===== config.mk =====
export PLATFORM = sky130hd
export DESIGN_NAME = l1_wb_arbiter
export DESIGN_NICKNAME = d
export VERILOG_FILES = /design/src/rtl/l1_wb_pkg.sv /design/src/rtl/l1_rr_arb2.sv /design/src/rtl/l1_wb_arbiter.sv
export SDC_FILE = /design/constraint.sdc
export NUM_CORES = 1
export LEC_CHECK = 0
export ABC_AREA = 1
export CAP_MARGIN = 20
export CORE_ASPECT_RATIO = 2
export CORE_UTILIZATION = 24
export CTS_CLUSTER_SIZE = 24
export DETAILED_ROUTE_END_ITERATION = 6
export SETUP_SLACK_MARGIN = 0.5
export SYNTH_ARGS = -nofsm -noshare
export SYNTH_HDL_FRONTEND = slang
export SYNTH_SLANG_ARGS = --single-unit

===== constraint.sdc =====
create_clock -name clk -period 8.7 [get_ports clk]
set_input_delay 1.74 -clock clk [delete_from_list [all_inputs] [get_ports clk]]
set_output_delay 1.74 -clock clk [all_outputs]
set_load 0.05 [all_outputs]

===== src/rtl/l1_wb_pkg.sv =====
// Shared types and default sizes for the L1 instruction/data Wishbone arbiter.
package l1_wb_pkg;
  localparam int L1_ADDR_W    = 32;
  localparam int L1_DATA_W    = 32;
  localparam int L1_BURST_LEN = 4;

  typedef enum logic [1:0] {
    ST_IDLE = 2'd0,
    ST_ADDR = 2'd1,
    ST_DATA = 2'd2
  } state_e;

  typedef enum logic {
    OWN_I = 1'b0,
    OWN_D = 1'b1
  } owner_e;
endpackage


===== src/rtl/l1_rr_arb2.sv =====
// Two-way round-robin grant: bit 0 = instruction port, bit 1 = data port.
module l1_rr_arb2
  import l1_wb_pkg::*;
(
  input  logic       clk,
  input  logic       rst,
  input  logic [1:0] req_i,
  input  logic       update_i,
  output logic [1:0] grant_o
);
  owner_e last_q;

  // A tie goes to whichever port was not granted last.
  always_comb begin
    grant_o = req_i;
    if (req_i == 2'b11) grant_o = (last_q == OWN_D) ? 2'b01 : 2'b10;
  end

  always_ff @(posedge clk or posedge rst) begin
    if (rst) last_q <= OWN_I;
    else if (update_i) last_q <= grant_o[1] ? OWN_D : OWN_I;
  end
endmodule


===== src/rtl/l1_wb_arbiter.sv =====
// Arbitrates L1 instruction and data requests onto one pipelined Wishbone B4 master,
// issuing critical-word-first wrapping line fills.
module l1_wb_arbiter
  import l1_wb_pkg::*;
#(
  parameter int ADDR_W    = L1_ADDR_W,
  parameter int DATA_W    = L1_DATA_W,
  parameter int BURST_LEN = L1_BURST_LEN
) (
  input  logic                clk,
  input  logic                rst,
  input  logic                i_req_val,
  input  logic [ADDR_W-1:0]   i_req_addr,
  input  logic                i_req_burst,
  output logic                i_req_ack,
  output logic                i_rsp_val,
  output logic [DATA_W-1:0]   i_rsp_data,
  output logic                i_rsp_last,
  output logic                i_rsp_err,
  input  logic                d_req_val,
  input  logic [ADDR_W-1:0]   d_req_addr,
  input  logic                d_req_we,
  input  logic [DATA_W-1:0]   d_req_wdata,
  input  logic [DATA_W/8-1:0] d_req_sel,
  input  logic                d_req_burst,
  output logic                d_req_ack,
  output logic                d_rsp_val,
  output logic [DATA_W-1:0]   d_rsp_data,
  output logic                d_rsp_last,
  output logic                d_rsp_err,
  output logic [ADDR_W-1:0]   wb_adr_o,
  output logic [DATA_W-1:0]   wb_dat_o,
  output logic [DATA_W/8-1:0] wb_sel_o,
  output logic                wb_we_o,
  output logic                wb_cyc_o,
  output logic                wb_stb_o,
  output logic                wb_lock_o,
  input  logic [DATA_W-1:0]   wb_dat_i,
  input  logic                wb_ack_i,
  input  logic                wb_stall_i,
  input  logic                wb_err_i,
  input  logic                wb_rty_i
);
  localparam int SEL_W = DATA_W / 8;
  localparam int CNT_W = $clog2(BURST_LEN + 1);
  localparam logic [ADDR_W-1:0] WRAP_MASK = ADDR_W'((BURST_LEN - 1) * 4);

  // Only the word-in-line field advances; it wraps inside the line.
  function automatic logic [ADDR_W-1:0] beat_addr(input logic [ADDR_W-1:0] base,
                                                  input logic [CNT_W-1:0]  k);
    logic [ADDR_W-1:0] inc;
    inc = base + (ADDR_W'(k) << 2);
    return (base & ~WRAP_MASK) | (inc & WRAP_MASK);
  endfunction

  state_e             state_q;
  owner_e             owner_q;
  logic [ADDR_W-1:0]  base_q, adr_q;
  logic [DATA_W-1:0]  dat_q;
  logic [SEL_W-1:0]   sel_q;
  logic               we_q, cyc_q, stb_q;
  logic [CNT_W-1:0]   last_beat_q, stb_cnt_q, ack_cnt_q;

  logic       idle_d;
  logic [1:0] arb_req_d, grant_d;
  logic       ack_fire_d, fail_fire_d, final_ack_d, rsp_fire_d, own_i_d;

  assign idle_d    = (state_q == ST_IDLE);
  assign arb_req_d = idle_d ? {d_req_val, i_req_val} : 2'b00;

  l1_rr_arb2 u_arb (
    .clk      (clk),
    .rst      (rst),
    .req_i    (arb_req_d),
    .update_i (|grant_d),
    .grant_o  (grant_d)
  );

  assign i_req_ack = grant_d[0] & ~rst;
  assign d_req_ack = grant_d[1] & ~rst;

  // Bus responses are qualified by the registered cycle so stray acks never leak out.
  assign ack_fire_d  = cyc_q & wb_ack_i;
  assign fail_fire_d = cyc_q & (wb_err_i | wb_rty_i);
  assign final_ack_d = ack_fire_d & (ack_cnt_q == last_beat_q);
  assign rsp_fire_d  = ack_fire_d | fail_fire_d;
  assign own_i_d     = (owner_q == OWN_I);

  assign i_rsp_val  = rsp_fire_d & own_i_d;
  assign i_rsp_last = (final_ack_d | fail_fire_d) & own_i_d;
  assign i_rsp_err  = fail_fire_d & own_i_d;
  assign i_rsp_data = i_rsp_val ? wb_dat_i : '0;
  assign d_rsp_val  = rsp_fire_d & ~own_i_d;
  assign d_rsp_last = (final_ack_d | fail_fire_d) & ~own_i_d;
  assign d_rsp_err  = fail_fire_d & ~own_i_d;
  assign d_rsp_data = d_rsp_val ? wb_dat_i : '0;

  assign wb_adr_o  = adr_q;
  assign wb_dat_o  = dat_q;
  assign wb_sel_o  = sel_q;
  assign wb_we_o   = we_q;
  assign wb_cyc_o  = cyc_q;
  assign wb_stb_o  = stb_q;
  assign wb_lock_o = 1'b0;

  always_ff @(posedge clk or posedge rst) begin
    if (rst) begin
      state_q     <= ST_IDLE;
      owner_q     <= OWN_I;
      base_q      <= '0;
      adr_q       <= '0;
      dat_q       <= '0;
      sel_q       <= '0;
      we_q        <= 1'b0;
      cyc_q       <= 1'b0;
      stb_q       <= 1'b0;
      last_beat_q <= '0;
      stb_cnt_q   <= '0;
      ack_cnt_q   <= '0;
    end else begin
      case (state_q)
        ST_IDLE: begin
          if (|grant_d) begin
            stb_cnt_q <= '0;
            ack_cnt_q <= '0;
            cyc_q     <= 1'b1;
            stb_q     <= 1'b1;
            state_q   <= ST_ADDR;
            if (grant_d[1]) begin
              owner_q     <= OWN_D;
              base_q      <= d_req_addr;
              adr_q       <= d_req_addr;
              we_q        <= d_req_we;
              dat_q       <= d_req_wdata;
              sel_q       <= d_req_we ? d_req_sel : '1;
              last_beat_q <= (d_req_burst && !d_req_we) ? CNT_W'(BURST_LEN - 1) : '0;
            end else begin
              owner_q     <= OWN_I;
              base_q      <= i_req_addr;
              adr_q       <= i_req_addr;
              we_q        <= 1'b0;
              dat_q       <= '0;
              sel_q       <= '1;
              last_beat_q <= i_req_burst ? CNT_W'(BURST_LEN - 1) : '0;
            end
          end
        end
        ST_ADDR, ST_DATA: begin
          // Error/retry and the final ack end the cycle ahead of any strobe bookkeeping.
          if (fail_fire_d || final_ack_d) begin
            cyc_q   <= 1'b0;
            stb_q   <= 1'b0;
            state_q <= ST_IDLE;
          end else begin
            if (ack_fire_d) ack_cnt_q <= ack_cnt_q + CNT_W'(1);
            if (stb_q && !wb_stall_i) begin
              if (stb_cnt_q == last_beat_q) begin
                stb_q   <= 1'b0;
                state_q <= ST_DATA;
              end else begin
                stb_cnt_q <= stb_cnt_q + CNT_W'(1);
                adr_q     <= beat_addr(base_q, stb_cnt_q + CNT_W'(1));
              end
            end
          end
        end
        default: state_q <= ST_IDLE;
      endcase
    end
  end
endmodule


# Yosys cells after proc, flatten, opt, wreduce, memory -nomap -nowiden
# Cells that the tools add are included.
# word_totals
register_bits,116
out_inout_bits,144
# op_classes
n_addsub,3
n_eq_ne,13
n_mux,39
n_bitwise,17
n_reduce_logical,15
# ops
operator,n
32-bit 2-to-1 mux,8
32-bit one-hot mux with 2 select lines,1
32-bit by 4-bit OR with 32-bit output,1
2-bit 2-to-1 mux,10
3-bit 2-to-1 mux,6
3-bit one-hot mux with 2 select lines,2
1-bit AND,11
"2-bit != test, second input constant",5
4-bit 2-to-1 mux,2
4-bit AND reduction,2
1-bit 2-to-1 mux,7
"3-bit by 1-bit adder with 3-bit output, second input constant",2
3-bit == test,2
"3-bit != test, second input constant",2
3-bit AND reduction,2
5-bit AND reduction,1
4-bit adder,1
"2-bit == test, second input constant",2
1-bit one-hot mux with 2 select lines,2
2-bit one-hot mux with 2 select lines,1
2-bit OR reduction,2
1-bit OR,3
"2-bit by 1-bit == test with 1-bit output, second input constant",1
1-bit logical AND,2
other kinds (7),9

# Depth between registers and ports, before layout
# Gate-level depths: netlist (run 1).
# depth
ltp_word,7
depth_mapped,10
mapped_depth_nobuf,9

# By module
# Synthesis (run 1) repeated with hierarchy kept, for this count alone.
# hier_totals
hier_cells,843
area_unflattened_um2,6015.8
# modules_own_cells
mod,instances,cells_per_inst,area_each_um2
l1_wb_arbiter,1,833,5949.5
l1_rr_arb2,1,10,66.3

# Worst setup path after synthesis (run 1)
# OpenSTA, ideal clock, no wires.
# synth_path
path_type,input-to-output
startpoint,input port i_req_val
endpoint,output port i_req_ack
arrival_time_ps,2975
required_ps,6960
path_slack_ps,3985
path_stages,2
n_path_buf,0
path_cell_list,nand2_1 -> a211oi_1
# synth_via
elab_chain_len,4
# synth_lines
element,line_no,text
start: declaration,l1_wb_arbiter.sv:12,"input logic i_req_val,"
2-bit 2-to-1 mux (*),l1_wb_arbiter.sv:69,"assign arb_req_d = idle_d ? {d_req_val, i_req_val} : 2'b00;"
2-bit == test,l1_rr_arb2.sv:16,if (req_i == 2'b11) grant_o = (last_q == OWN_D) ? 2'b01 : 2'b10;
2-bit 2-to-1 mux (*),l1_rr_arb2.sv:16,
1-bit AND (*),l1_wb_arbiter.sv:79,assign i_req_ack = grant_d[0] & ~rst;
end: declaration,l1_wb_arbiter.sv:15,"output logic i_req_ack,"
# Every way passes the cells marked *; elsewhere a longest branch is shown, timed or not.

# Worst setup path in the final report (run 1)
# layout_path
startpoint,input port wb_rty_i
endpoint,output port i_rsp_data[11]
# layout_via
elab_chain_len,5
# layout_lines
element,line_no,text
start: declaration,l1_wb_arbiter.sv:42,input logic wb_rty_i
1-bit OR,l1_wb_arbiter.sv:84,assign fail_fire_d = cyc_q & (wb_err_i | wb_rty_i);
1-bit AND,l1_wb_arbiter.sv:84,
1-bit OR,l1_wb_arbiter.sv:86,assign rsp_fire_d = ack_fire_d | fail_fire_d;
1-bit AND,l1_wb_arbiter.sv:89,assign i_rsp_val = rsp_fire_d & own_i_d;
32-bit 2-to-1 mux,l1_wb_arbiter.sv:92,assign i_rsp_data = i_rsp_val ? wb_dat_i : '0;
end: declaration,l1_wb_arbiter.sv:17,"output logic [DATA_W-1:0] i_rsp_data,"
# No other way between the ends.

==> run_results.csv, run 1 <==
group,metric,value,unit
drt,route.antenna.remaining_nets,0,
global_routing,antenna_found_initial,0,
timing,fin_crit_sh,0.6827,
timing,tns,0,ns
clock_network,cts_setup_buffers,0,
yosys,synthAdderAreaFrac,0.01262,
place,dpl.hpwl,13250,um
critical_path,reg2reg_from,"state_q[1]$_DFFE_PP0P_",
cells_and_area,fin_nets,1155,
min_path,hold_class,"reg2reg",
clock_network,cts.clk_slew.worst_paths,0.05,ns
yosys,synth_async_sr_flop_share,1.000,
drt,remaining_drc_errors,0,
drt,avgViaCountPerCell,4.243,
critical_path,r2r-end,"base_q[21]$_DFFE_PP0P_",
drt,routed-via-count,5732,
place,postPlaceCellArea,0.008982,mm2
status,status,"finished clean",
clock_network,cts_hold_buffers,0,
run,cap_violations,0,
yosys,synthMuxAreaShare,0,
cells_and_area,post-route-util,0.3947,
floorplanning,start_util,0.2435,
cells_and_area,n_fill_cell,2500,
drt,wl,18350,um
cells_and_area,final_cell_mix,"clkdlybuf4s50_1, nand2_1, dfrtp_1",
clock_network,htreeDepth,4,
cells_and_area,syn_to_final_growth,62.11,%
critical_path,crit_type,"in2out",
yosys,synth_cells,741,
global_routing,grt_overflow_total,0,
timing,max_freq,168.4,MHz
critical_path,crit_fanout,33,
clock_network,numCtsBuffers,17,
yosys,synth_top_area_cell,"dfrtp_1",
timing,worst_pin_slew,1.039,ns
yosys,synth_compound_area_frac,0.1471,
global_routing,grt_max_degree,73,
cells_and_area,antennaDiodeCount,0,
timing,finalHoldViolations,0,
critical_path,arrival,4.20,ns
yosys,synthSimpleGateAreaFrac,0.2493,
yosys,ys.flop_type,"dfrtp_1",
clock_network,cts_resized,0,
cells_and_area,final_cell_area,0.009641,mm2
critical_path,required,6.96,ns
floorplanning,fp.coreArea,0.02442,mm2
clock_network,insertion_delay,0.42,ns
timing,post-route-min-period,5.940,ns
yosys,ys_seq_area_frac,0.4797,
timing,setup_viol,0,
floorplanning,die_w,113.3,um
drt,dr.pass1.iters,5,
floorplanning,rows,81,
floorplanning,io_pins,287,
place,dp_cells,1318,
yosys,ys_warn_count,0,
clock_network,cts_sinks,114,
yosys,yosys_register_bits,114,
yosys,yosysUniqueCellTypes,33,
power,ir_drop,0.1841,mV
yosys,synthXorXnorAreaFrac,0.004418,
timing,skew,0.01130,ns
drt,wl_per_cell,13.58,um
critical_path,cp-startpoint,"wb_rty_i",
clock_network,cts_max_path_buffers,2,
floorplanning,die_h,224.6,um
critical_path,crit_path_end_kind,"output pin",
cells_and_area,drive_gt1_frac,0.07262,
place,io_buffers,285,
drt,drt_iter0_drc,222,
clock_network,cts_root_buffer,"clkbuf_16",
global_routing,track_usage,0.1509,
critical_path,cp-endpoint,"i_rsp_data[11]",
yosys,synth_edf_count,0,
critical_path,start_kind,"primary input",
global_routing,grt_pass1_wl,29170,um
yosys,synth_top_family_by_area,"simple AND/OR/NAND/NOR gates",
cells_and_area,layoutNonFillerInstCount,1351,
yosys,syn_nets,890,
global_routing,grt_pass1_vias,5592,
cells_and_area,final_common_cell,"clkdlybuf4s50_1",
power,power.leakage,4.510,nW
yosys,synth_area_leaders,"dfrtp_1, nand2_1, inv_1, o21ai_1, nor2_1",
place,place_congestion,0.7291,
yosys,synth_top_cell_area_share,0.4797,
timing,rsz0062_at_grt,"no",
critical_path,rrSetupSlack,6.20,ns
floorplanning,die_area,0.02545,mm2
yosys,avgSynthCellArea,8.026,um2
yosys,syn_area,0.005947,mm2
critical_path,ff2ff_path_depth,7,
power,power.density,448.9,mW/mm2
timing,relSlewSlack,0.3060,
clock_network,cts_tree,"built",
min_path,hp-start,"base_q[24]$_DFFE_PP0P_",
timing,drv_slew,0,
how the worst min path moves through the flow:
| stage | depth (start not counted) | endpoint | slack [ns] |
|---|---|---|---|
| CTS | 2 | base_q[24]$_DFFE_PP0P_ | 0.49 |
| floorplan | 2 | base_q[16]$_DFFE_PP0P_ | 0.45 |
| global route | 2 | base_q[10]$_DFFE_PP0P_ | 0.51 |
| global placement | 2 | wb_we_o$_DFFE_PP0P_ | 0.47 |
| finish | 2 | base_q[24]$_DFFE_PP0P_ | 0.48 |
| detailed placement | 2 | base_q[27]$_DFFE_PP0P_ | 0.47 |
registers in the layout, indices dropped and copies added, names as in the netlist:
name,cells
wb_we_o,1
owner_q,1
state_q,2
ack_cnt_q,3
wb_sel_o,4
wb_adr_o,32
wb_stb_o,1
u_arb.last_q,1
last_beat_q,1
wb_cyc_o,1
base_q,32
wb_dat_o,32
stb_cnt_q,3
final cells by class:
type	count	area, um2	area share
timing repair buffer	291	2905	0.3014
inverter	95	359.1	0.03725
multi-input combinational	487	2465	0.2557
sequential	114	2853	0.2959
tap	332	415.4	0.04309
clock inverter	11	182.7	0.01895
clock buffer	21	460.4	0.04776
worst max-delay path: stages:
cell and delay [ns]:
clkdlybuf4s50_1 0.41, o21ai_2 0.29, nand2_1 0.11, nand2_1 0.77
nor2_1 0.10, clkdlybuf4s50_1 0.75
routing by layer:
metal / GRT usage / routed length [um] / vias up
met5: 0 / 0 / -
met4: 0.07301 / 461 / 0
met3: 0.03395 / 928 / 19
met2: 0.2895 / 10250 / 201
met1: 0.1495 / 6715 / 2634
li1: - / - / 2878
cell families (layout without fill, tap and decap cells):
logic type      after synthesis  after routing
other cells                   1              1
fa+ha+maj                     6              6
buf+inv                     140            418
compound gates              145            145
flops                       114            114
simple gates                332            332
xor+xnor                      3              3
synth_stat cells, types with 3 or more instances:
cell type,n
buf_2,16
o21ai_1,61
ha_1,6
nand3_2,23
a22o_1,32
o21ai_0,45
buf_4,3
nand2_1,194
inv_1,91
inv_2,4
dfrtp_1,114
nand3_1,25
clkbuf_1,17
nand3b_1,4
nor2_1,77
buf_6,7
per-stage QoR:
stage / worst slack [ns] / hold slack [ns] / total power, mW
2_1_floorplan: 3.944 / 0.4529 / 2.807
3_3_place_gp: 2.702 / 0.4672 / 3.573
3_5_place_dp: 2.713 / 0.4741 / 3.602
4_1_cts: 2.707 / 0.4874 / 4.392
5_1_grt: 2.559 / 0.5078 / 4.615
6_report: 2.760 / 0.4831 / 4.327
report_power, final:
part           total [mW]  switching, mW  internal [mW]
Combinational        2.61           1.78          0.836
Sequential          0.947          0.151          0.796
Clock               0.767          0.247          0.520
Total                4.33           2.18           2.15
No activity file was read; power rests on OpenSTA's default activity.
==> run 2, diff against run 1 <==
clock period = 5 ns   (was 8.7 ns; I/O delays follow)
==> run 2 against run 1 <==
Net effect: non-clock buffer count is 3 higher; final area grew 0.35%; register-to-register slack lost 4.0 ns; clock power rose by 68%; critical endpoint is now d_rsp_data[21]; largest cell class unchanged.
==> run_results.csv, run 2 (synthesis gave the netlist of run 1 again) <==
group,metric,value,unit
floorplanning,start_util,0.2435,
timing,drv_slew,0,
global_routing,grt_pass1_vias,5566,
timing,max_freq,241.3,MHz
cells_and_area,antennaDiodeCount,0,
clock_network,numCtsBuffers,17,
drt,avgViaCountPerCell,4.243,
timing,fin_crit_sh,0.8290,
timing,tns,0,ns
timing,finalHoldViolations,0,
critical_path,reg2reg_from,"state_q[0]$_DFFE_PP0P_",
critical_path,crit_type,"in2out",
floorplanning,fp.coreArea,0.02442,mm2
drt,wl_per_cell,13.98,um
drt,dr.pass1.iters,4,
power,power.leakage,4.527,nW
critical_path,ff2ff_path_depth,8,
clock_network,cts_setup_buffers,0,
place,dpl.hpwl,13860,um
power,p_seq_frac,0.219,
floorplanning,die_h,224.6,um
min_path,hold_class,"reg2reg",
clock_network,cts_hold_buffers,0,
timing,fin_ws,0.8551,ns
place,io_buffers,285,
drt,wl,18910,um
critical_path,start_kind,"primary input",
power,sw_frac_of_total,0.5062,
timing,worst_pin_slew,0.9611,ns
cells_and_area,final_cell_mix,"clkdlybuf4s50_1, nand2_1, dfrtp_1",
clock_network,cts_root_buffer,"clkbuf_16",
global_routing,track_usage,0.1564,
power,internal-power,3.719,mW
critical_path,crit_fanout,26,
clock_network,insertion_delay,0.42,ns
cells_and_area,fin_nets,1158,
critical_path,required,4.00,ns
timing,setup_viol,0,
drt,drt_iter0_drc,142,
cells_and_area,final_cell_area,0.009674,mm2
floorplanning,die_area,0.02545,mm2
place,post-place-ws,0.8377,ns
cells_and_area,syn_to_final_growth,62.68,%
global_routing,grt_pass1_wl,30010,um
clock_network,cts_tree,"built",
cells_and_area,layoutNonFillerInstCount,1353,
clock_network,htreeDepth,4,
critical_path,crit_path_end_kind,"output pin",
cells_and_area,final_common_cell,"clkdlybuf4s50_1",
timing,rsz0062_at_grt,"no",
place,dp_cells,1321,
status,status,"finished clean",
power,clock_power_share,0.172,
min_path,hp-start,"wb_we_o$_DFFE_PP0P_",
clock_network,cts_max_path_buffers,2,
cells_and_area,drive_gt1_frac,0.07640,
timing,relSlewSlack,0.3576,
critical_path,rrSetupSlack,2.16,ns
global_routing,antenna_found_initial,0,
run,cap_violations,0,
min_path,holdPathEnd,"wb_we_o$_DFFE_PP0P_",
min_path,hold_depth,2,
power,power.density,778.6,mW/mm2
clock_network,cts.clk_slew.worst_paths,0.05,ns
global_routing,grt_overflow_total,0,
timing,post-route-min-period,4.145,ns
cells_and_area,post-route-util,0.3961,
power,power_switching,3.813,mW
floorplanning,rows,81,
global_routing,grt_max_degree,75,
power,ir_drop,0.3219,mV
timing,skew,0.009228,ns
drt,remaining_drc_errors,0,
clock_network,cts_sinks,114,
floorplanning,die_w,113.3,um
place,place_congestion,0.7561,
critical_path,r2r-end,"last_beat_q[0]$_DFFE_PP0P_",
floorplanning,io_pins,287,
power,p_comb_frac,0.609,
drt,routed-via-count,5741,
clock_network,cts_resized,0,
place,postPlaceCellArea,0.009027,mm2
drt,route.antenna.remaining_nets,0,
critical_path,arrival,3.14,ns
==> run 2: worst max-delay path by stage <==
stage / from / to / slack (ns) / cells after the start
after CTS: wb_rty_i / d_rsp_data[26] / 0.84 / 7
after detailed placement: wb_rty_i / d_rsp_data[26] / 0.84 / 7
after floorplan: rst / ack_cnt_q[0]$_DFFE_PP0P_ / 0.98 / 1
after global placement: wb_rty_i / d_rsp_data[29] / 0.88 / 7
final: wb_rty_i / d_rsp_data[21] / 0.86 / 7
after global routing: wb_rty_i / d_rsp_data[23] / 0.67 / 7
==> run 2: final cells by class <==
class,count,area [um2]
tap,332,415.4
fill,2485,14750
clock inverter,10,156.4
inverter,95,359.1
multi-input combinational,487,2465
clock buffer,21,470.5
timing repair buffer,294,2955
sequential,114,2853
==> run 2: power by group through the flow <==
stage | Combinational [mW] | Clock (mW) | Sequential (mW)
2_1_floorplan | 2.29 | 0 | 2.59
3_3_place_gp | 4.61 | 0 | 1.65
3_5_place_dp | 4.65 | 0 | 1.66
4_1_cts | 4.66 | 1.33 | 1.65
5_1_grt | 4.95 | 1.38 | 1.71
6_report | 4.59 | 1.29 | 1.65
==> run 2: stage by stage <==
stage                     power, mW  hold WS (ns)
after detailed placement      6.310        0.4654
final                         7.532        0.4788
after global placement        6.256        0.4671
after floorplan               4.885        0.4529
after global routing          8.039        0.5082
after CTS                     7.641        0.4810
==> run 2: critical path, cell delays in order <==
cell and delay, ns:
clkdlybuf4s50_1 0.41, o21ai_2 0.31, nand2_1 0.11, nand2_1 0.22
buf_4 0.31, nor2_1 0.07, clkdlybuf4s50_1 0.70
==> run 2: routing by layer <==
layer | GRT usage | vias up | share of wire
li1 | - | 2891 | -
met2 | 0.2972 | 193 | 0.55
met5 | 0 | - | 0
met4 | 0.08616 | 0 | 0.041
met3 | 0.03853 | 32 | 0.051
met1 | 0.1510 | 2625 | 0.36
